## src/rtl/frame_pkg.sv

```systemverilog
// Shared constants and state encodings for the framed serial receiver.
package frame_pkg;
  localparam logic [7:0] HDR0   = 8'hAA;
  localparam logic [7:0] HDR1   = 8'h0D;
  localparam int         PAYLEN = 4;

  localparam logic [1:0] RC_STOP = 2'b01;
  localparam logic [1:0] RC_HDR  = 2'b10;
  localparam logic [1:0] RC_TO   = 2'b11;

  typedef enum logic [1:0] {P_HUNT, P_HDR, P_PAY} pstate_e;
  typedef enum logic [2:0] {R_IDLE, R_START, R_DATA, R_STOP, R_WAIT} rstate_e;
endpackage

```

## src/rtl/frame_rx_if.sv

```systemverilog
// Serial line in, frame results out; master drives the line, slave is the receiver.
interface frame_rx_if;
  logic        Rx;
  logic [31:0] rdata;
  logic        rvalid;
  logic        rerr;
  logic [1:0]  rcode;
  logic        busy;

  modport master (output Rx, input rdata, rvalid, rerr, rcode, busy);
  modport slave  (input Rx, output rdata, rvalid, rerr, rcode, busy);
endinterface

```

## src/rtl/uart_rx_byte.sv

```systemverilog
// 16x oversampling byte receiver: 2-flop sync, free-running tick, start/data/stop sampling.
// Byte is presented one ck after the stop sample; no backpressure.
module uart_rx_byte
  import frame_pkg::*;
#(
  parameter int CLK_DIV = 27
) (
  input  logic       ck,
  input  logic       rst_n,
  input  logic       rx_i,
  output logic [7:0] byte_o,
  output logic       bvalid_o,
  output logic       serr_o,
  output logic       idle_o,
  output logic       start_o,
  output logic       tick_o
);
  localparam int TW = $clog2(CLK_DIV);

  logic          s1_q, s2_q, prev_q;
  logic [TW-1:0] tcnt_q;
  logic          fall;

  rstate_e    state_q, state_d;
  logic [3:0] os_q, os_d;
  logic [2:0] bit_q, bit_d;
  logic [7:0] sh_q, sh_d;
  logic       bvalid_q, bvalid_d;
  logic       serr_q, serr_d;

  assign tick_o = (tcnt_q == TW'(CLK_DIV - 1));
  assign fall   = prev_q & ~s2_q;

  always_ff @(posedge ck or negedge rst_n) begin
    if (!rst_n) begin
      s1_q     <= 1'b1;
      s2_q     <= 1'b1;
      prev_q   <= 1'b1;
      tcnt_q   <= '0;
      state_q  <= R_IDLE;
      os_q     <= '0;
      bit_q    <= '0;
      sh_q     <= '0;
      bvalid_q <= 1'b0;
      serr_q   <= 1'b0;
    end else begin
      s1_q     <= rx_i;
      s2_q     <= s1_q;
      prev_q   <= s2_q;
      tcnt_q   <= tick_o ? '0 : tcnt_q + TW'(1);
      state_q  <= state_d;
      os_q     <= os_d;
      bit_q    <= bit_d;
      sh_q     <= sh_d;
      bvalid_q <= bvalid_d;
      serr_q   <= serr_d;
    end
  end

  // os counts ticks within the current bit; 8 ticks reach mid-start, 16 ticks per bit after that
  always_comb begin
    state_d  = state_q;
    os_d     = os_q;
    bit_d    = bit_q;
    sh_d     = sh_q;
    bvalid_d = 1'b0;
    serr_d   = 1'b0;
    case (state_q)
      R_IDLE: if (fall) begin
        state_d = R_START;
        os_d    = '0;
      end
      R_START: if (tick_o) begin
        os_d = os_q + 4'd1;
        if (os_q == 4'd7) begin
          os_d    = '0;
          bit_d   = '0;
          state_d = s2_q ? R_IDLE : R_DATA;
        end
      end
      R_DATA: if (tick_o) begin
        os_d = os_q + 4'd1;
        if (os_q == 4'd15) begin
          sh_d  = {s2_q, sh_q[7:1]};
          bit_d = bit_q + 3'd1;
          if (bit_q == 3'd7) state_d = R_STOP;
        end
      end
      R_STOP: if (tick_o) begin
        os_d = os_q + 4'd1;
        if (os_q == 4'd15) begin
          if (s2_q) begin
            bvalid_d = 1'b1;
            state_d  = R_IDLE;
          end else begin
            serr_d  = 1'b1;
            state_d = R_WAIT;
          end
        end
      end
      R_WAIT: if (s2_q) state_d = R_IDLE;
      default: state_d = R_IDLE;
    endcase
  end

  assign byte_o   = sh_q;
  assign bvalid_o = bvalid_q;
  assign serr_o   = serr_q;
  assign idle_o   = (state_q == R_IDLE);
  assign start_o  = (state_q == R_IDLE) && fall;
endmodule

```

## src/rtl/frame_rx.sv

```systemverilog
// Frame parser AA 0D + 4 payload bytes over uart_rx_byte, with inter-byte timeout.
// rdata/rvalid and rerr/rcode are registered one ck after the byte event; no backpressure.
module frame_rx
  import frame_pkg::*;
#(
  parameter int CLK_DIV = 27,
  parameter int TO_BITS = 20
) (
  input  logic       ck,
  input  logic       rst_n,
  frame_rx_if.slave  bus
);
  localparam int TO_LIM = TO_BITS * 16;
  localparam int TOW    = $clog2(TO_LIM + 1);

  logic [7:0] rx_byte;
  logic       rx_bvalid, rx_serr, rx_idle, rx_start, rx_tick;

  uart_rx_byte #(.CLK_DIV(CLK_DIV)) u_rx (
    .ck       (ck),
    .rst_n    (rst_n),
    .rx_i     (bus.Rx),
    .byte_o   (rx_byte),
    .bvalid_o (rx_bvalid),
    .serr_o   (rx_serr),
    .idle_o   (rx_idle),
    .start_o  (rx_start),
    .tick_o   (rx_tick)
  );

  pstate_e     pst_q, pst_d;
  logic [1:0]  cnt_q, cnt_d;
  logic [31:0] sh_q, sh_d;
  logic [31:0] rdata_q, rdata_d;
  logic        rvalid_q, rvalid_d;
  logic        rerr_q, rerr_d;
  logic [1:0]  rcode_q, rcode_d;
  logic [TOW-1:0] to_q, to_d;

  always_ff @(posedge ck or negedge rst_n) begin
    if (!rst_n) begin
      pst_q    <= P_HUNT;
      cnt_q    <= '0;
      sh_q     <= '0;
      rdata_q  <= '0;
      rvalid_q <= 1'b0;
      rerr_q   <= 1'b0;
      rcode_q  <= '0;
      to_q     <= '0;
    end else begin
      pst_q    <= pst_d;
      cnt_q    <= cnt_d;
      sh_q     <= sh_d;
      rdata_q  <= rdata_d;
      rvalid_q <= rvalid_d;
      rerr_q   <= rerr_d;
      rcode_q  <= rcode_d;
      to_q     <= to_d;
    end
  end

  always_comb begin
    pst_d    = pst_q;
    cnt_d    = cnt_q;
    sh_d     = sh_q;
    rdata_d  = rdata_q;
    rvalid_d = 1'b0;
    rerr_d   = 1'b0;
    rcode_d  = rcode_q;
    to_d     = to_q;

    // Timeout runs only while the line is idle between bytes of a frame in progress
    if (pst_q == P_HUNT || !rx_idle || rx_start)
      to_d = '0;
    else if (rx_tick && to_q != TOW'(TO_LIM))
      to_d = to_q + TOW'(1);

    if (rx_serr) begin
      rerr_d  = 1'b1;
      rcode_d = RC_STOP;
      pst_d   = P_HUNT;
    end else if (rx_bvalid) begin
      case (pst_q)
        P_HUNT: if (rx_byte == HDR0) pst_d = P_HDR;
        P_HDR: begin
          if (rx_byte == HDR1) begin
            pst_d = P_PAY;
            cnt_d = '0;
          end else begin
            rerr_d  = 1'b1;
            rcode_d = RC_HDR;
            if (rx_byte != HDR0) pst_d = P_HUNT;
          end
        end
        P_PAY: begin
          sh_d  = {sh_q[23:0], rx_byte};
          cnt_d = cnt_q + 2'd1;
          if (cnt_q == 2'(PAYLEN - 1)) begin
            rdata_d  = {sh_q[23:0], rx_byte};
            rvalid_d = 1'b1;
            pst_d    = P_HUNT;
          end
        end
        default: pst_d = P_HUNT;
      endcase
    end else if (pst_q != P_HUNT && to_q == TOW'(TO_LIM)) begin
      rerr_d  = 1'b1;
      rcode_d = RC_TO;
      pst_d   = P_HUNT;
    end
  end

  assign bus.rdata  = rdata_q;
  assign bus.rvalid = rvalid_q;
  assign bus.rerr   = rerr_q;
  assign bus.rcode  = rcode_q;
  assign bus.busy   = (pst_q != P_HUNT) || !rx_idle;
endmodule

```

## src/flat_wrapper.sv

```systemverilog
// flat-port wrapper written by rule: the top's interface ports become plain ports
module frame_rx_flat import frame_pkg::*;
#(
  parameter int CLK_DIV = 27,
  parameter int TO_BITS = 20
)
  (ck, rst_n, bus_Rx, bus_rdata, bus_rvalid, bus_rerr, bus_rcode, bus_busy);
  frame_rx_if bus_i ();
  input  logic ck;
  input  logic rst_n;
  input wire logic [$bits(bus_i.Rx)-1:0] bus_Rx;
  output wire logic [$bits(bus_i.rdata)-1:0] bus_rdata;
  output wire logic [$bits(bus_i.rvalid)-1:0] bus_rvalid;
  output wire logic [$bits(bus_i.rerr)-1:0] bus_rerr;
  output wire logic [$bits(bus_i.rcode)-1:0] bus_rcode;
  output wire logic [$bits(bus_i.busy)-1:0] bus_busy;
  assign bus_i.Rx = bus_Rx;
  assign bus_rdata = bus_i.rdata;
  assign bus_rvalid = bus_i.rvalid;
  assign bus_rerr = bus_i.rerr;
  assign bus_rcode = bus_i.rcode;
  assign bus_busy = bus_i.busy;
  frame_rx #(.CLK_DIV(CLK_DIV), .TO_BITS(TO_BITS)) u_core (.ck(ck), .rst_n(rst_n), .bus(bus_i));
endmodule
```

## config.mk

```make
export PLATFORM = sky130hd
export DESIGN_NAME = frame_rx_flat
export DESIGN_NICKNAME = d
export VERILOG_FILES = /design/src/rtl/frame_pkg.sv /design/src/rtl/frame_rx_if.sv /design/src/rtl/uart_rx_byte.sv /design/src/rtl/frame_rx.sv /design/src/flat_wrapper.sv
export SDC_FILE = /design/constraint.sdc
export NUM_CORES = 1
export LEC_CHECK = 0
export ABC_AREA = 1
export ABC_CLOCK_PERIOD_IN_PS = 1960
export BUFFER_PORTS_ARGS = -buffer_cell sky130_fd_sc_hd__buf_2
export CAP_MARGIN = 40
export CORE_MARGIN = 4
export CORE_UTILIZATION = 40
export CTS_CLUSTER_DIAMETER = 40
export CTS_CLUSTER_SIZE = 16
export DETAILED_ROUTE_END_ITERATION = 12
export PLACE_DENSITY = 0.57
export SYNTH_ARGS = -nofsm -noshare
export SYNTH_HDL_FRONTEND = slang
export SYNTH_SLANG_ARGS = --single-unit
```

## constraint.sdc

```tcl
create_clock -name ck -period 1.96 [get_ports ck]
set_clock_uncertainty 0.15 [all_clocks]
set_input_delay 0.098 -clock ck [delete_from_list [all_inputs] [get_ports ck]]
set_output_delay 0.098 -clock ck [all_outputs]
set_load 0.02 [all_outputs]
```

==> results of run 1 <==
==> placed cells by master (no fill, tap or decap) <==
cell	netlist	layout
sky130_fd_sc_hd__a21oi_4	1	1
sky130_fd_sc_hd__nor3_1	5	5
sky130_fd_sc_hd__clkbuf_8	0	10
sky130_fd_sc_hd__inv_8	0	2
sky130_fd_sc_hd__nor2_2	1	1
sky130_fd_sc_hd__nor2_8	2	2
sky130_fd_sc_hd__buf_12	0	1
sky130_fd_sc_hd__dfstp_2	3	3
sky130_fd_sc_hd__mux2_2	9	9
sky130_fd_sc_hd__nor2_4	4	4
sky130_fd_sc_hd__nand2_2	5	5
sky130_fd_sc_hd__inv_6	0	1
sky130_fd_sc_hd__o21ai_1	15	15
sky130_fd_sc_hd__dlygate4sd3_1	0	3
sky130_fd_sc_hd__inv_1	49	49
sky130_fd_sc_hd__dfrtp_1	98	98
sky130_fd_sc_hd__nor2_1	53	53
sky130_fd_sc_hd__xnor2_1	2	2
sky130_fd_sc_hd__inv_4	1	1
sky130_fd_sc_hd__bufinv_16	0	1
sky130_fd_sc_hd__nand4_4	1	1
sky130_fd_sc_hd__nand3_1	24	24
sky130_fd_sc_hd__mux2_1	5	5
sky130_fd_sc_hd__buf_2	4	38
sky130_fd_sc_hd__nand4_1	8	8
sky130_fd_sc_hd__a21oi_1	27	27
sky130_fd_sc_hd__clkinv_4	0	2
sky130_fd_sc_hd__xor2_1	3	3
sky130_fd_sc_hd__inv_2	6	6
sky130_fd_sc_hd__o21ai_0	29	29
sky130_fd_sc_hd__buf_4	3	9
sky130_fd_sc_hd__ha_1	8	8
sky130_fd_sc_hd__nand2b_4	1	1
sky130_fd_sc_hd__nand2_1	95	95
==> cells by family after synthesis <==
kind of cell,after synthesis
AOI/OAI and AO/OA,72
xor gates and xnor gates,5
adders and majority gates,8
buffers and inverters,68
DFF,101
muxes,14
and+or+nand+nor,199
==> path summary, 6_finish.rpt <==
kind                                   from                   to  slack (ns)  depth (start not counted)
setup / recovery             u_core.to_q[0]  u_core.bus.rcode[0]        0.25                          9
hold reg to reg            u_core.u_rx.s1_q     u_core.u_rx.s2_q        0.21                          0
max in group asynchronous             rst_n      u_core.sh_q[20]        0.36                          3
hold / removal                        rst_n      u_core.sh_q[14]        0.10                          3
min in group ck            u_core.u_rx.s1_q     u_core.u_rx.s2_q        0.21                          0
setup reg to reg             u_core.to_q[0]  u_core.bus.rcode[0]        0.25                          9
==> routing by layer <==
metal | up-vias | share of wire, %
met2 | 60 | 46
met3 | 7 | 4.6
met5 | - | 0
met4 | 0 | 1.0
li1 | 1598 | -
met1 | 1437 | 48
==> tightest hold or removal path: stages <==
cell,delay [ns]
sky130_fd_sc_hd__dlygate4sd3_1,0.52
sky130_fd_sc_hd__buf_4,0.15
sky130_fd_sc_hd__buf_12,0.22
==> synth_stat cells, drive strengths merged <==
| library cell | n | area share (%) |
|---|---|---|
| a21oi | 28 | 3.4 |
| buf | 10 | 1.7 |
| clkbuf | 2 | 0.17 |
| dfrtp | 98 | 56 |
| dfstp | 3 | 1.8 |
| ha | 8 | 2.3 |
| inv | 56 | 4.8 |
| mux2 | 14 | 3.6 |
| nand2 | 100 | 8.8 |
| nand2b | 1 | 0.31 |
| nand3 | 24 | 2.7 |
| nand4 | 9 | 1.6 |
| nor2 | 60 | 6.6 |
| nor3 | 5 | 0.57 |
| o21ai | 44 | 5.0 |
| xnor2 | 2 | 0.40 |
| xor2 | 3 | 0.60 |
==> state kept, by name (all words and copies together), names as in the netlist, 2 cells and up <==
signal               flops
u_core.u_rx.byte_o       8
u_core.pst_q             2
u_core.u_rx.os_q         4
u_core.bus.rcode         2
u_core.u_rx.state_q      3
u_core.to_q              9
u_core.sh_q             24
u_core.u_rx.bit_q        3
u_core.cnt_q             2
u_core.bus.rdata        32
u_core.u_rx.tcnt_q       5
==> power groups by stage <==
stage	clock, mW	combinational [mW]	sequential, mW
after floorplan	0	0.320	2.21
after global placement	0	0.441	2.22
after detailed placement	0	0.449	2.22
after CTS	1.49	0.454	2.18
after global routing	1.57	0.524	2.19
final	1.42	0.445	2.18
==> timing repair <==
action / in CTS / in global routing
hold endpoints to repair: 102 / 0
hold buffers: 3 / 0
resized for setup: 0 / 0
buffers inserted: 0 / 0
==> metrics by stage <==
step | total power, mW | setup slack, ns
floorplan | 2.532 | 0.3816
global placement | 2.664 | 0.2967
detailed placement | 2.671 | 0.2410
CTS | 4.130 | 0.2281
global route | 4.289 | 0.06585
finish | 4.053 | 0.2470
==> final cells by class <==
class / count / area, um^2 / share of cell area, %
Sequential cell: 101 / 2531 / 50.37
Clock inverter: 6 / 78.83 / 1.569
Tap cell: 140 / 175.2 / 3.486
Timing Repair Buffer: 51 / 307.8 / 6.125
Inverter: 56 / 212.7 / 4.233
Clock buffer: 10 / 137.6 / 2.739
Multi-Input combinational cell: 298 / 1582 / 31.47
==> reports/qor.json, run 1 <==
{
  "post_synth.cell_area_avg_um2": 9.442,
  "setup_total_negative_slack_ns": 0,
  "globalRoute.totalOverflow": 0,
  "critPathKind": "reg2reg",
  "critical_path.max_stage_delay_ns": 0.41,
  "slew_headroom_pct": 46.20,
  "grt_setup_unrepaired": "false",
  "crit_slowest_cell": "sky130_fd_sc_hd__dfrtp_1",
  "clock_sink_count": 101,
  "maximum_number_of_pins_on_one_net_before_global_route_repair": 39,
  "timing.final.max_slew_violations": 0,
  "top_usage_layer": "met2",
  "cts_tree": "built",
  "yosys_register_bits": 101,
  "synth_cell_types": 29,
  "num-nets-final": 528,
  "layout.cell_area.non_filler_um2": 5025,
  "chipHeight_um": 113.0,
  "skew_pair_late_insertion_delay_ns": 0.37,
  "root_buffer": "sky130_fd_sc_hd__clkbuf_8",
  "core.rowCount": 38,
  "synth_top_family_by_area": "simple AND/OR/NAND/NOR gates",
  "fmax_mhz": 583.8,
  "met1_usage_pct": 18.37,
  "drt_first_pass_iters": 4,
  "drv.max_cap_violation_count": 0,
  "area_growth_pct": 13.96,
  "fraction_of_final_layout_cells_sized_beyond_drive_strength_1_pct": 18.77,
  "ios": 40,
  "diodes": 0,
  "p_leak_nw": 2.533,
  "detail-route-antenna-nets": 0,
  "post_synth_and_or_nand_nor_area_fraction_pct": 20.60,
  "pwr-share-seq_pct": 53.9,
  "h_tree_levels": 3,
  "first_global_vias": 2977,
  "power.share.combinational_pct": 11.0,
  "status": "finished, final reports clean",
  "synth.mux.area_fraction_pct": 3.575,
  "first_pass_grt_wire_length_um": 14070,
  "mappedNetlistNets": 478,
  "dp_hpwl_um": 5778,
  "core_area_um2": 10790,
  "synth-adder-area-share_pct": 2.270,
  "synth.cell_area_um2": 4409,
  "route.vias.total": 3102,
  "cts-buffers-inserted": 9,
  "n_fill_cell": 1050,
  "timing.critical_path.to_type": "register",
  "routed_wirelength_um": 8014,
  "antenna_found_initial": 0,
  "crit_path_cell_trace": "inv_1 > ha_1 > nand2_1 > nor2_1 > nand3_1 > nand2_1 > nand2_1 > nand2_1 > nand2_1",
  "whs_ns": 0.1045,
  "gp_routability_congestion": 0.8600,
  "detail_route.iter0.violations": 117,
  "post-route-drc-count": 0,
  "starting_density_pct": 40.85,
  "finish.cell_count_without_fillers": 662,
  "synth-seq-area-share_pct": 57.41,
  "number_of_endpoints_failing_setup_at_the_final_stage": 0,
  "cts.reportedPaths.clkPinSlew_ns": 0.10,
  "avgRoutedWirePerCell_um": 12.11,
  "swShare_pct": 28.02,
  "worstPathArrival_ns": 1.83,
  "path_common_cell": "sky130_fd_sc_hd__nand2_1",
  "cts_max_path_buffers": 2,
  "synth_xor_area_share_pct": 0.9932,
  "die_width_um": 113.0,
  "power.internal_mw": 2.917,
  "cp.buffers_inverters": 1,
  "worst-endpoint-required_ns": 2.07,
  "hold_path.class": "in2async",
  "ys.warnings.count": 0,
  "dpl.cell_count": 643,
  "port_buffers": 39,
  "switching_power_mw": 1.136,
  "critPathLaunchType": "register",
  "grt_use_met2_pct": 21.25,
  "fp.dieArea_um2": 12770,
  "layout_worst_path_cycle_share_pct": 87.40,
  "max-vdd-ir-drop_mv": 0.4702,
  "vias_per_cell": 4.686,
  "power_frac_clock_pct": 35.1,
  "finalWorstPathRequiredPeriod_ns": 1.713,
  "grt_util_met3_pct": 3.690,
  "tightestPinTransition_ns": 0.8044,
  "final_core_util_pct": 46.56,
  "syn_inst": 467,
  "power-per-cell-area_nw_per_um2": 806.6,
  "worstPathMaxFanout": 4,
  "finalHoldViolations": 0,
  "critPathTopFamily": "simple AND/OR/NAND/NOR gates",
  "share_of_the_synthesized_area_in_compound_gates_ao_oa_aoi_oai_pct": 8.428,
  "post_dp_cell_area_um2": 4778,
  "gr-usage-all-layers_pct": 13.55
}
(Power assumes the default switching activity.)
==> run 2, diff against run 1 <==
--- a/config.mk
+++ b/config.mk
@@ -5,7 +5,6 @@
 export SDC_FILE = /design/constraint.sdc
 export NUM_CORES = 1
 export LEC_CHECK = 0
-export ABC_AREA = 1
 export ABC_CLOCK_PERIOD_IN_PS = 1960
 export BUFFER_PORTS_ARGS = -buffer_cell sky130_fd_sc_hd__buf_2
 export CAP_MARGIN = 40
==> run 2 against run 1 <==
Cell count decreased by 17%. Area after synthesis decreased by 1.2%. Global-route usage decreased by 0.46 points. Sequential share of layout area decreased by 1.9 points. Critical path type unchanged. Highest routed layer unchanged.
==> reports/qor.json, run 2 <==
{
  "post_synth_most_frequent_cells": "98 x sky130_fd_sc_hd__dfrtp_1, 66 x sky130_fd_sc_hd__mux2_2, 24 x sky130_fd_sc_hd__nor2_1, 15 x sky130_fd_sc_hd__inv_1",
  "die_width": {"value": 112.3, "unit": "um", "change": "-0.58%"},
  "critPathKind": "reg2reg",
  "worstPathMaxFanout": {"value": 6, "change": "+2"},
  "worstReg2RegEnd": "u_core.u_rx.state_q[0]",
  "n_fill_cell": {"value": 961, "change": "-8.5%"},
  "power-per-cell-area": {"value": 669.3, "unit": "nW/um^2", "change": "-17%"},
  "crit-reg2reg-launch": "u_core.u_rx.tcnt_q[1]",
  "tightestPinTransition": {"value": 0.4076, "unit": "ns", "change": "-0.3968 ns"},
  "synth_edf_count": {"value": 0, "change": "unchanged"},
  "drt_first_pass_iters": {"value": 4, "change": "unchanged"},
  "synth.cell_area": {"value": 4354, "unit": "um^2", "change": "-1.2%"},
  "post-route-drc-count": {"value": 0, "change": "unchanged"},
  "fraction_of_final_layout_cells_sized_beyond_drive_strength_1": {"value": 43.93, "unit": "%", "change": "+25 points"},
  "reg2regPathDepth": {"value": 5, "change": "-4"},
  "diodes": {"value": 0, "change": "unchanged"},
  "ios": {"value": 40, "change": "unchanged"},
  "fp.dieArea": {"value": 12620, "unit": "um^2", "change": "-1.2%"},
  "slew_headroom": {"value": 72.83, "unit": "%", "change": "+27 points"},
  "grt_setup_unrepaired": "true",
  "chipHeight": {"value": 112.3, "unit": "um", "change": "-0.58%"},
  "fmax": {"value": 525.8, "unit": "MHz", "change": "-9.9%"},
  "first_global_vias": {"value": 2793, "change": "-6.2%"},
  "globalRoute.totalOverflow": {"value": 0, "change": "unchanged"},
  "skew_pair_late_insertion_delay": {"value": 0.36, "unit": "ns", "change": "about the same"},
  "p_leak": {"value": 2.530, "unit": "nW", "change": "about the same"},
  "crit_slowest_cell": "sky130_fd_sc_hd__dfrtp_1",
  "dpl.cell_count": {"value": 525, "change": "-18%"},
  "number_of_endpoints_failing_setup_at_the_final_stage": {"value": 0, "change": "unchanged"},
  "drv.max_cap_violation_count": {"value": 0, "change": "unchanged"},
  "ys.warnings.count": {"value": 0, "change": "unchanged"},
  "yosys_most_used_dff": "sky130_fd_sc_hd__dfrtp_1",
  "whs": {"value": 0.06593, "unit": "ns", "change": "-0.03857 ns"},
  "hold_path.class": "in2async",
  "final_power": {"value": 3.500, "unit": "mW", "change": "-14%"},
  "mappedNetlistNets": {"value": 343, "change": "-28%"},
  "status": "finished, final reports clean",
  "yosysMostFrequentCell": "sky130_fd_sc_hd__dfrtp_1",
  "post_synth.cell_area_avg": {"value": 13.11, "unit": "um^2", "change": "+39%"},
  "route.vias.total": {"value": 2809, "change": "-9.4%"},
  "finish.cell_count_without_fillers": {"value": 548, "change": "-17%"},
  "synth_cell_types": {"value": 59, "change": "+100%"},
  "finalHoldViolations": {"value": 0, "change": "unchanged"},
  "routed_wirelength": {"value": 7774, "unit": "um", "change": "-3.0%"},
  "yosysTopAreaCellShare": {"value": 56.32, "unit": "%", "change": "+0.70 points"},
  "avgRoutedWirePerCell": {"value": 14.19, "unit": "um", "change": "+17%"},
  "timing.critical_path.to_type": "register",
  "core_area": {"value": 10460, "unit": "um^2", "change": "-3.1%"},
  "synth.area.top_cells": "sky130_fd_sc_hd__dfrtp_1 56%, sky130_fd_sc_hd__mux2_2 17%, sky130_fd_sc_hd__ha_1 2.3%, sky130_fd_sc_hd__nor2_1 2.1%, sky130_fd_sc_hd__dfstp_2 1.8%",
  "finalWorstPathRequiredPeriod": {"value": 1.902, "unit": "ns", "change": "+0.1888 ns"},
  "cts.reportedPaths.clkPinSlew": {"value": 0.10, "unit": "ns", "change": "about the same"},
  "antenna_found_initial": {"value": 0, "change": "unchanged"},
  "yosysTopAreaCell": "sky130_fd_sc_hd__dfrtp_1",
  "clock_sink_count": {"value": 101, "change": "unchanged"},
  "final_core_util": {"value": 49.98, "unit": "%", "change": "+3.4 points"},
  "register_area": {"value": 2534, "unit": "um^2", "change": "about the same"},
  "detail_route.iter0.violations": {"value": 116, "change": "-0.85%"},
  "layout.cells.most_common": "sky130_fd_sc_hd__dfrtp_1",
  "synth_async_sr_flop_share": {"value": 100.0, "unit": "%", "change": "unchanged"},
  "mostFrequentLayoutCells": "96 x sky130_fd_sc_hd__dfrtp_1, 66 x sky130_fd_sc_hd__mux2_2, 37 x sky130_fd_sc_hd__buf_2",
  "multi_input_area": {"value": 1760, "unit": "um^2", "change": "+11%"},
  "fin_ws": {"value": 0.05821, "unit": "ns", "change": "-0.1888 ns"},
  "cts_max_path_buffers": {"value": 2, "change": "unchanged"},
  "gp_routability_congestion": {"value": 0.8563, "change": "-0.43%"},
  "num-nets-final": {"value": 419, "change": "-21%"},
  "first_pass_grt_wire_length": {"value": 13560, "unit": "um", "change": "-3.6%"},
  "syn_inst": {"value": 332, "change": "-29%"},
  "core.rowCount": {"value": 37, "change": "-2.6%"},
  "h_tree_levels": {"value": 3, "change": "unchanged"},
  "worst-endpoint-required": {"value": 2.05, "unit": "ns", "change": "-0.02 ns"},
  "maximum_number_of_pins_on_one_net_before_global_route_repair": {"value": 37, "change": "-5.1%"},
  "cp.buffers_inverters": {"value": 0, "change": "-1"},
  "crit_path_cell_trace": "ha_4 > and4b_2 > o32ai_2 > nor3_2 > mux2_1",
  "root_buffer": "sky130_fd_sc_hd__clkbuf_8",
  "vias_per_cell": {"value": 5.126, "change": "+9.4%"},
  "layout_worst_path_cycle_share": {"value": 97.03, "unit": "%", "change": "+9.6 points"},
  "gr-usage-all-layers": {"value": 13.08, "unit": "%", "change": "-0.46 points"},
  "yosys_register_bits": {"value": 101, "change": "unchanged"},
  "timing.final.max_slew_violations": {"value": 0, "change": "unchanged"},
  "minimum_setup_slack_after_placement": {"value": -0.05173, "unit": "ns", "change": "-0.2928 ns"},
  "starting_density": {"value": 41.62, "unit": "%", "change": "+0.76 points"},
  "synth-seq-area-share": {"value": 58.13, "unit": "%", "change": "+0.73 points"},
  "critPathLaunchType": "register",
  "cts-buffers-inserted": {"value": 9, "change": "unchanged"},
  "max-vdd-ir-drop": {"value": 0.2963, "unit": "mV", "change": "-37%"},
  "worstPathArrival": {"value": 1.99, "unit": "ns", "change": "+0.16 ns"},
  "port_buffers": {"value": 39, "change": "unchanged"},
  "detail-route-antenna-nets": {"value": 0, "change": "unchanged"},
  "critical_path.max_stage_delay": {"value": 0.44, "unit": "ns", "change": "+0.03 ns"},
  "cts_tree": "built",
  "largest_register_ffs": {"value": 32, "change": "unchanged"},
  "dp_hpwl": {"value": 5546, "unit": "um", "change": "-4.0%"},
  "area_growth_pct": 20.09,
  "rrSetupSlack": {"value": 0.06, "unit": "ns", "change": "-0.19 ns"},
  "critPathTopFamily": "flip-flops"
}
[run 2: cell count changes in the layout (fill, tap and decap cells not counted), moves of 5 or more]
cell and delta:
sky130_fd_sc_hd__nand2_1 -85, sky130_fd_sc_hd__mux2_2 +57, sky130_fd_sc_hd__inv_1 -35, sky130_fd_sc_hd__nor2_1 -30, sky130_fd_sc_hd__buf_4 +22, sky130_fd_sc_hd__a21oi_1 -20
sky130_fd_sc_hd__o21ai_0 -20, sky130_fd_sc_hd__nand3_1 -17, sky130_fd_sc_hd__o21ai_1 -14, sky130_fd_sc_hd__inv_2 -5, sky130_fd_sc_hd__nand2_2 -5, sky130_fd_sc_hd__nand4_1 -5
sky130_fd_sc_hd__xnor2_1 +5
[run 2: cell type report]
type | instances | area share [%]
Sequential cell | 101 | 48.46
Multi-Input combinational cell | 206 | 33.67
Timing Repair Buffer | 75 | 10.12
Tap cell | 136 | 3.254
Clock buffer | 9 | 2.369
Inverter | 15 | 1.077
Clock inverter | 6 | 1.053
[run 2: cell families (layout without fill, tap and decap cells)]
logic type,Yosys count,after routing,share of synthesized area (%)
DFF,101,101,58.13
and+or+nand+nor,81,81,10.37
muxes,69,69,17.79
AOI/OAI and AO/OA,40,40,7.185
buffers and inverters,25,105,2.615
adders and majority gates,8,8,2.299
xor gates and xnor gates,8,8,1.609
[run 2: worst max-delay path by stage]
stage	startpoint	endpoint	slack (ns)	cells after the start
floorplan	u_core.u_rx.tcnt_q[0]	u_core.u_rx.os_q[0]	0.05	7
global placement	u_core.u_rx.tcnt_q[0]	u_core.u_rx.os_q[0]	-0.01	6
detailed placement	u_core.u_rx.tcnt_q[0]	u_core.u_rx.os_q[0]	-0.05	6
CTS	u_core.u_rx.tcnt_q[0]	u_core.u_rx.os_q[0]	0.002	6
global route	u_core.u_rx.tcnt_q[0]	u_core.u_rx.byte_o[3]	-0.01	6
finish	u_core.u_rx.tcnt_q[1]	u_core.u_rx.state_q[0]	0.06	5
[run 2: repair_timing]
item | in CTS | in global routing
setup endpoints to repair | 6 | 23
pin swaps | 0 | 6
buffers inserted | 1 | 6
hold endpoints to repair | 102 | 0
hold buffers | 2 | 0
resized for setup | 2 | 17
[run 2: through the flow]
stage / TNS, ns / instance area (um^2)
floorplan: 0 / 4354
CTS: 0 / 5134
detailed placement: -0.1092 / 4925
global route: -0.05639 / 5229
global placement: -0.01243 / 4925
finish: 0 / 5229
[run 2: power breakdown]
| group | internal (mW) | switching, mW | leakage (nW) | total [mW] |
|---|---|---|---|---|
| combinational | 0.0700 | 0.0870 | 1.07 | 0.157 |
| sequential | 2.10 | 0.0162 | 1.37 | 2.12 |
| clock | 0.480 | 0.746 | 0.0922 | 1.23 |
[run 2: layer usage]
metal | routed length, um | GRT usage, %
met4 | 152 | 5.529
met3 | 221 | 2.318
met1 | 3663 | 18.04
met5 | 0 | 0
met2 | 3736 | 20.42
==> run 3, diff against run 2 <==
--- a/config.mk
+++ b/config.mk
@@ -16,4 +16,5 @@
 export PLACE_DENSITY = 0.57
 export SYNTH_ARGS = -nofsm -noshare
 export SYNTH_HDL_FRONTEND = slang
+export SYNTH_HIERARCHICAL = 1
 export SYNTH_SLANG_ARGS = --single-unit
==> run 3 against run 2 <==
Sequential share of layout area increased by 0.55 points. Register-to-register slack about the same. Cell count decreased by 0.91%. Via count decreased by 4.2%. Critical path depth increased by 3.
==> reports/qor.json, run 3 <==
{
  "timing.final.max_slew_violations": {"value": 0, "change": "unchanged"},
  "critPathLaunchType": "register",
  "mostFrequentLayoutCells": "97 x sky130_fd_sc_hd__dfrtp_1, 65 x sky130_fd_sc_hd__mux2_2, 38 x sky130_fd_sc_hd__buf_2",
  "multi_input_area": {"value": 1792, "unit": "um^2", "change": "+1.8%"},
  "yosysTopAreaCell": "sky130_fd_sc_hd__dfrtp_1",
  "largest_register_ffs": {"value": 32, "change": "unchanged"},
  "worstPathArrival": {"value": 2.02, "unit": "ns", "change": "+0.03 ns"},
  "starting_density": {"value": 40.83, "unit": "%", "change": "-0.79 points"},
  "swShare": {"value": 25.56, "unit": "%", "change": "+1.3 points"},
  "gr-usage-all-layers": {"value": 13.40, "unit": "%", "change": "+0.32 points"},
  "synth_cell_types": {"value": 57, "change": "-3.4%"},
  "n_fill_cell": {"value": 994, "change": "+3.4%"},
  "final_power": {"value": 3.688, "unit": "mW", "change": "+5.4%"},
  "cts.reportedPaths.clkPinSlew": {"value": 0.10, "unit": "ns", "change": "about the same"},
  "area_growth_pct": 17.26,
  "critPathKind": "reg2reg",
  "finalWorstPathRequiredPeriod": {"value": 1.910, "unit": "ns", "change": "+0.008110 ns"},
  "post_synth_most_frequent_cells": "98 x sky130_fd_sc_hd__dfrtp_1, 66 x sky130_fd_sc_hd__mux2_2, 24 x sky130_fd_sc_hd__nor2_1, 17 x sky130_fd_sc_hd__nand2_1, 12 x sky130_fd_sc_hd__inv_1",
  "timing.critical_path.to_type": "register",
  "synth.cell_area": {"value": 4407, "unit": "um^2", "change": "+1.2%"},
  "power.share.combinational": {"value": 6.9, "unit": "%", "change": "+2.4 points"},
  "synth_edf_count": {"value": 0, "change": "unchanged"},
  "first_global_vias": {"value": 2762, "change": "-1.1%"},
  "yosys_register_bits": {"value": 101, "change": "unchanged"},
  "ios": {"value": 40, "change": "unchanged"},
  "antenna_found_initial": {"value": 0, "change": "unchanged"},
  "gp_routability_congestion": {"value": 0.8301, "change": "-3.1%"},
  "post_synth.cell_area_avg": {"value": 13.19, "unit": "um^2", "change": "+0.60%"},
  "drt_first_pass_iters": {"value": 4, "change": "unchanged"},
  "core_area": {"value": 10790, "unit": "um^2", "change": "+3.2%"},
  "power-per-cell-area": {"value": 713.7, "unit": "nW/um^2", "change": "+6.6%"},
  "power.internal": {"value": 2.745, "unit": "mW", "change": "+3.6%"},
  "worst-endpoint-required": {"value": 2.07, "unit": "ns", "change": "+0.02 ns"},
  "route.vias.total": {"value": 2691, "change": "-4.2%"},
  "synth-seq-area-share": {"value": 57.44, "unit": "%", "change": "-0.69 points"},
  "detail-route-antenna-nets": {"value": 0, "change": "unchanged"},
  "number_of_endpoints_failing_setup_at_the_final_stage": {"value": 0, "change": "unchanged"},
  "maximum_number_of_pins_on_one_net_before_global_route_repair": {"value": 53, "change": "+43%"},
  "tightestPinTransition": {"value": 0.3892, "unit": "ns", "change": "-0.01840 ns"},
  "max-vdd-ir-drop": {"value": 0.3846, "unit": "mV", "change": "+30%"},
  "final_core_util": {"value": 47.88, "unit": "%", "change": "-2.1 points"},
  "p_leak": {"value": 2.684, "unit": "nW", "change": "+6.1%"},
  "yosysTopAreaCellShare": {"value": 55.65, "unit": "%", "change": "-0.67 points"},
  "switching_power": {"value": 0.9428, "unit": "mW", "change": "+11%"},
  "hold_path.class": "in2async",
  "whs": {"value": 0.04331, "unit": "ns", "change": "-0.02262 ns"},
  "synth_async_sr_flop_share": {"value": 100.0, "unit": "%", "change": "unchanged"},
  "fmax": {"value": 523.6, "unit": "MHz", "change": "-0.42%"},
  "root_buffer": "sky130_fd_sc_hd__clkbuf_8",
  "core.rowCount": {"value": 38, "change": "+2.7%"},
  "fp.dieArea": {"value": 12760, "unit": "um^2", "change": "+1.1%"},
  "ys.warnings.count": {"value": 6, "change": "+6"},
  "yosysMostFrequentCell": "sky130_fd_sc_hd__dfrtp_1",
  "num-nets-final": {"value": 412, "change": "-1.7%"},
  "layout.cells.most_common": "sky130_fd_sc_hd__dfrtp_1",
  "die_width": {"value": 113.0, "unit": "um", "change": "+0.56%"},
  "diodes": {"value": 0, "change": "unchanged"},
  "drv.max_cap_violation_count": {"value": 0, "change": "unchanged"},
  "worstPathMaxFanout": {"value": 8, "change": "+2"},
  "detail_route.iter0.violations": {"value": 127, "change": "+9.5%"},
  "power_frac_clock": {"value": 34.4, "unit": "%", "change": "-0.6 points"},
  "skew_pair_late_insertion_delay": {"value": 0.36, "unit": "ns", "change": "about the same"},
  "h_tree_levels": {"value": 3, "change": "unchanged"},
  "slew_headroom": {"value": 74.05, "unit": "%", "change": "+1.2 points"},
  "cts_tree": "built",
  "grt_setup_unrepaired": "true",
  "fraction_of_final_layout_cells_sized_beyond_drive_strength_1": {"value": 40.45, "unit": "%", "change": "-3.5 points"},
  "rrSetupSlack": {"value": 0.05, "unit": "ns", "change": "about the same"},
  "layout_worst_path_cycle_share": {"value": 97.44, "unit": "%", "change": "+0.41 points"},
  "finalHoldViolations": {"value": 0, "change": "unchanged"},
  "routed_wirelength": {"value": 7792, "unit": "um", "change": "+0.23%"},
  "syn_inst": {"value": 334, "change": "+0.60%"},
  "dp_hpwl": {"value": 5343, "unit": "um", "change": "-3.7%"},
  "setup_total_negative_slack": {"value": 0, "unit": "ns", "change": "unchanged"},
  "mappedNetlistNets": {"value": 348, "change": "+1.5%"},
  "port_buffers": {"value": 39, "change": "unchanged"},
  "vias_per_cell": {"value": 4.956, "change": "-3.3%"},
  "pwr-share-seq": {"value": 58.6, "unit": "%", "change": "-1.9 points"},
  "yosys_most_used_dff": "sky130_fd_sc_hd__dfrtp_1",
  "clock_sink_count": {"value": 101, "change": "unchanged"},
  "avgRoutedWirePerCell": {"value": 14.35, "unit": "um", "change": "+1.2%"},
  "post-route-drc-count": {"value": 0, "change": "unchanged"},
  "globalRoute.totalOverflow": {"value": 0, "change": "unchanged"},
  "register_area": {"value": 2532, "unit": "um^2", "change": "about the same"},
  "cts-buffers-inserted": {"value": 9, "change": "unchanged"},
  "chipHeight": {"value": 113.0, "unit": "um", "change": "+0.56%"},
  "status": "finished, final reports clean",
  "cts_max_path_buffers": {"value": 2, "change": "unchanged"},
  "synth.area.top_cells": "sky130_fd_sc_hd__dfrtp_1 56%, sky130_fd_sc_hd__mux2_2 17%, sky130_fd_sc_hd__ha_1 3.1%, sky130_fd_sc_hd__nor2_1 2.0%, sky130_fd_sc_hd__dfstp_2 1.8%",
  "first_pass_grt_wire_length": {"value": 13880, "unit": "um", "change": "+2.4%"}
}
[run 3: cell types whose count changed after synthesis, moves of 3 or more]
cell | before | now
sky130_fd_sc_hd__nand2_1 | 10 | 17
sky130_fd_sc_hd__xor2_1 | 1 | 8
sky130_fd_sc_hd__o21ai_0 | 10 | 5
sky130_fd_sc_hd__xnor2_1 | 7 | 2
sky130_fd_sc_hd__a21oi_1 | 8 | 5
sky130_fd_sc_hd__ha_1 | 8 | 11
sky130_fd_sc_hd__inv_1 | 15 | 12
sky130_fd_sc_hd__mux2i_1 | 2 | 5
sky130_fd_sc_hd__or3_1 | 3 | 0
[run 3: repair_timing]
item | 4_1_cts | 5_1_grt
resized for setup | 0 | 6
endpoints found under the setup margin | 0 | 10
setup buffers | 0 | 2
hold buffers | 2 | 0
hold endpoints to repair | 102 | 0
[run 3: metrics by stage]
step           std cells  worst slack (ns)  cell area (um^2)
6_report             543           0.05009              5167
3_5_place_dp         523           0.02941              4932
5_1_grt              543          -0.04702              5167
3_3_place_gp         523           0.05789              4932
4_1_cts              541           0.01676              5141
2_1_floorplan        334          0.004855              4412
[run 3: worst paths after layout]
kind | endpoint | cells after the start | startpoint
max | u_core/u_rx/byte_o[6] | 8 | u_core/u_rx/tcnt_q[0]
min | u_core/bus.rerr | 2 | rst_n
max reg2reg | u_core/u_rx/byte_o[6] | 8 | u_core/u_rx/tcnt_q[0]
min reg2reg | u_core/u_rx/s2_q | 0 | u_core/u_rx/s1_q
max in group asynchronous | u_core/u_rx/os_q[3] | 3 | rst_n
min in group ck | u_core/u_rx/s2_q | 0 | u_core/u_rx/s1_q
[run 3: logic make-up (layout without fill, tap and decap cells)]
group | count (synthesis) | in the layout | synth area share (%)
flops | 101 | 101 | 57.44
simple gates | 92 | 92 | 13.12
mux | 71 | 71 | 18.00
compound gates | 27 | 27 | 4.202
buf+inv | 22 | 91 | 2.129
fa+ha+maj | 11 | 11 | 3.123
xor+xnor | 10 | 10 | 1.988
[run 3: routing by layer]
layer	track usage, %	up-vias	share of wire [%]
met5	0	-	0
li1	-	1321	-
met2	20.58	28	47
met4	5.288	0	1.5
met3	2.781	8	2.9
met1	18.70	1334	48
[run 3: critical path: stages (launching register included)]
cell,delay (ns)
sky130_fd_sc_hd__dfrtp_1,0.40
sky130_fd_sc_hd__inv_1,0.07
sky130_fd_sc_hd__ha_2,0.20
sky130_fd_sc_hd__nand4b_4,0.14
sky130_fd_sc_hd__clkinv_4,0.10
sky130_fd_sc_hd__nand4b_4,0.11
sky130_fd_sc_hd__nor3_4,0.16
sky130_fd_sc_hd__buf_12,0.15
sky130_fd_sc_hd__mux2_2,0.33
[run 3: power by group through the flow]
stage | combinational [mW] | sequential, mW | clock (mW)
6_report | 0.255 | 2.16 | 1.27
5_1_grt | 0.290 | 2.17 | 1.42
4_1_cts | 0.262 | 2.16 | 1.33
3_5_place_dp | 0.259 | 2.20 | 0
3_3_place_gp | 0.253 | 2.20 | 0
2_1_floorplan | 0.151 | 2.18 | 0
[run 3: final cells by class]
class	instances	area share [%]
tap	140	3.390
inverter	13	1.041
multi-input combinational	211	34.67
timing repair buffer	62	8.232
sequential	101	49.01
clock inverter	6	0.9927
clock buffer	10	2.663
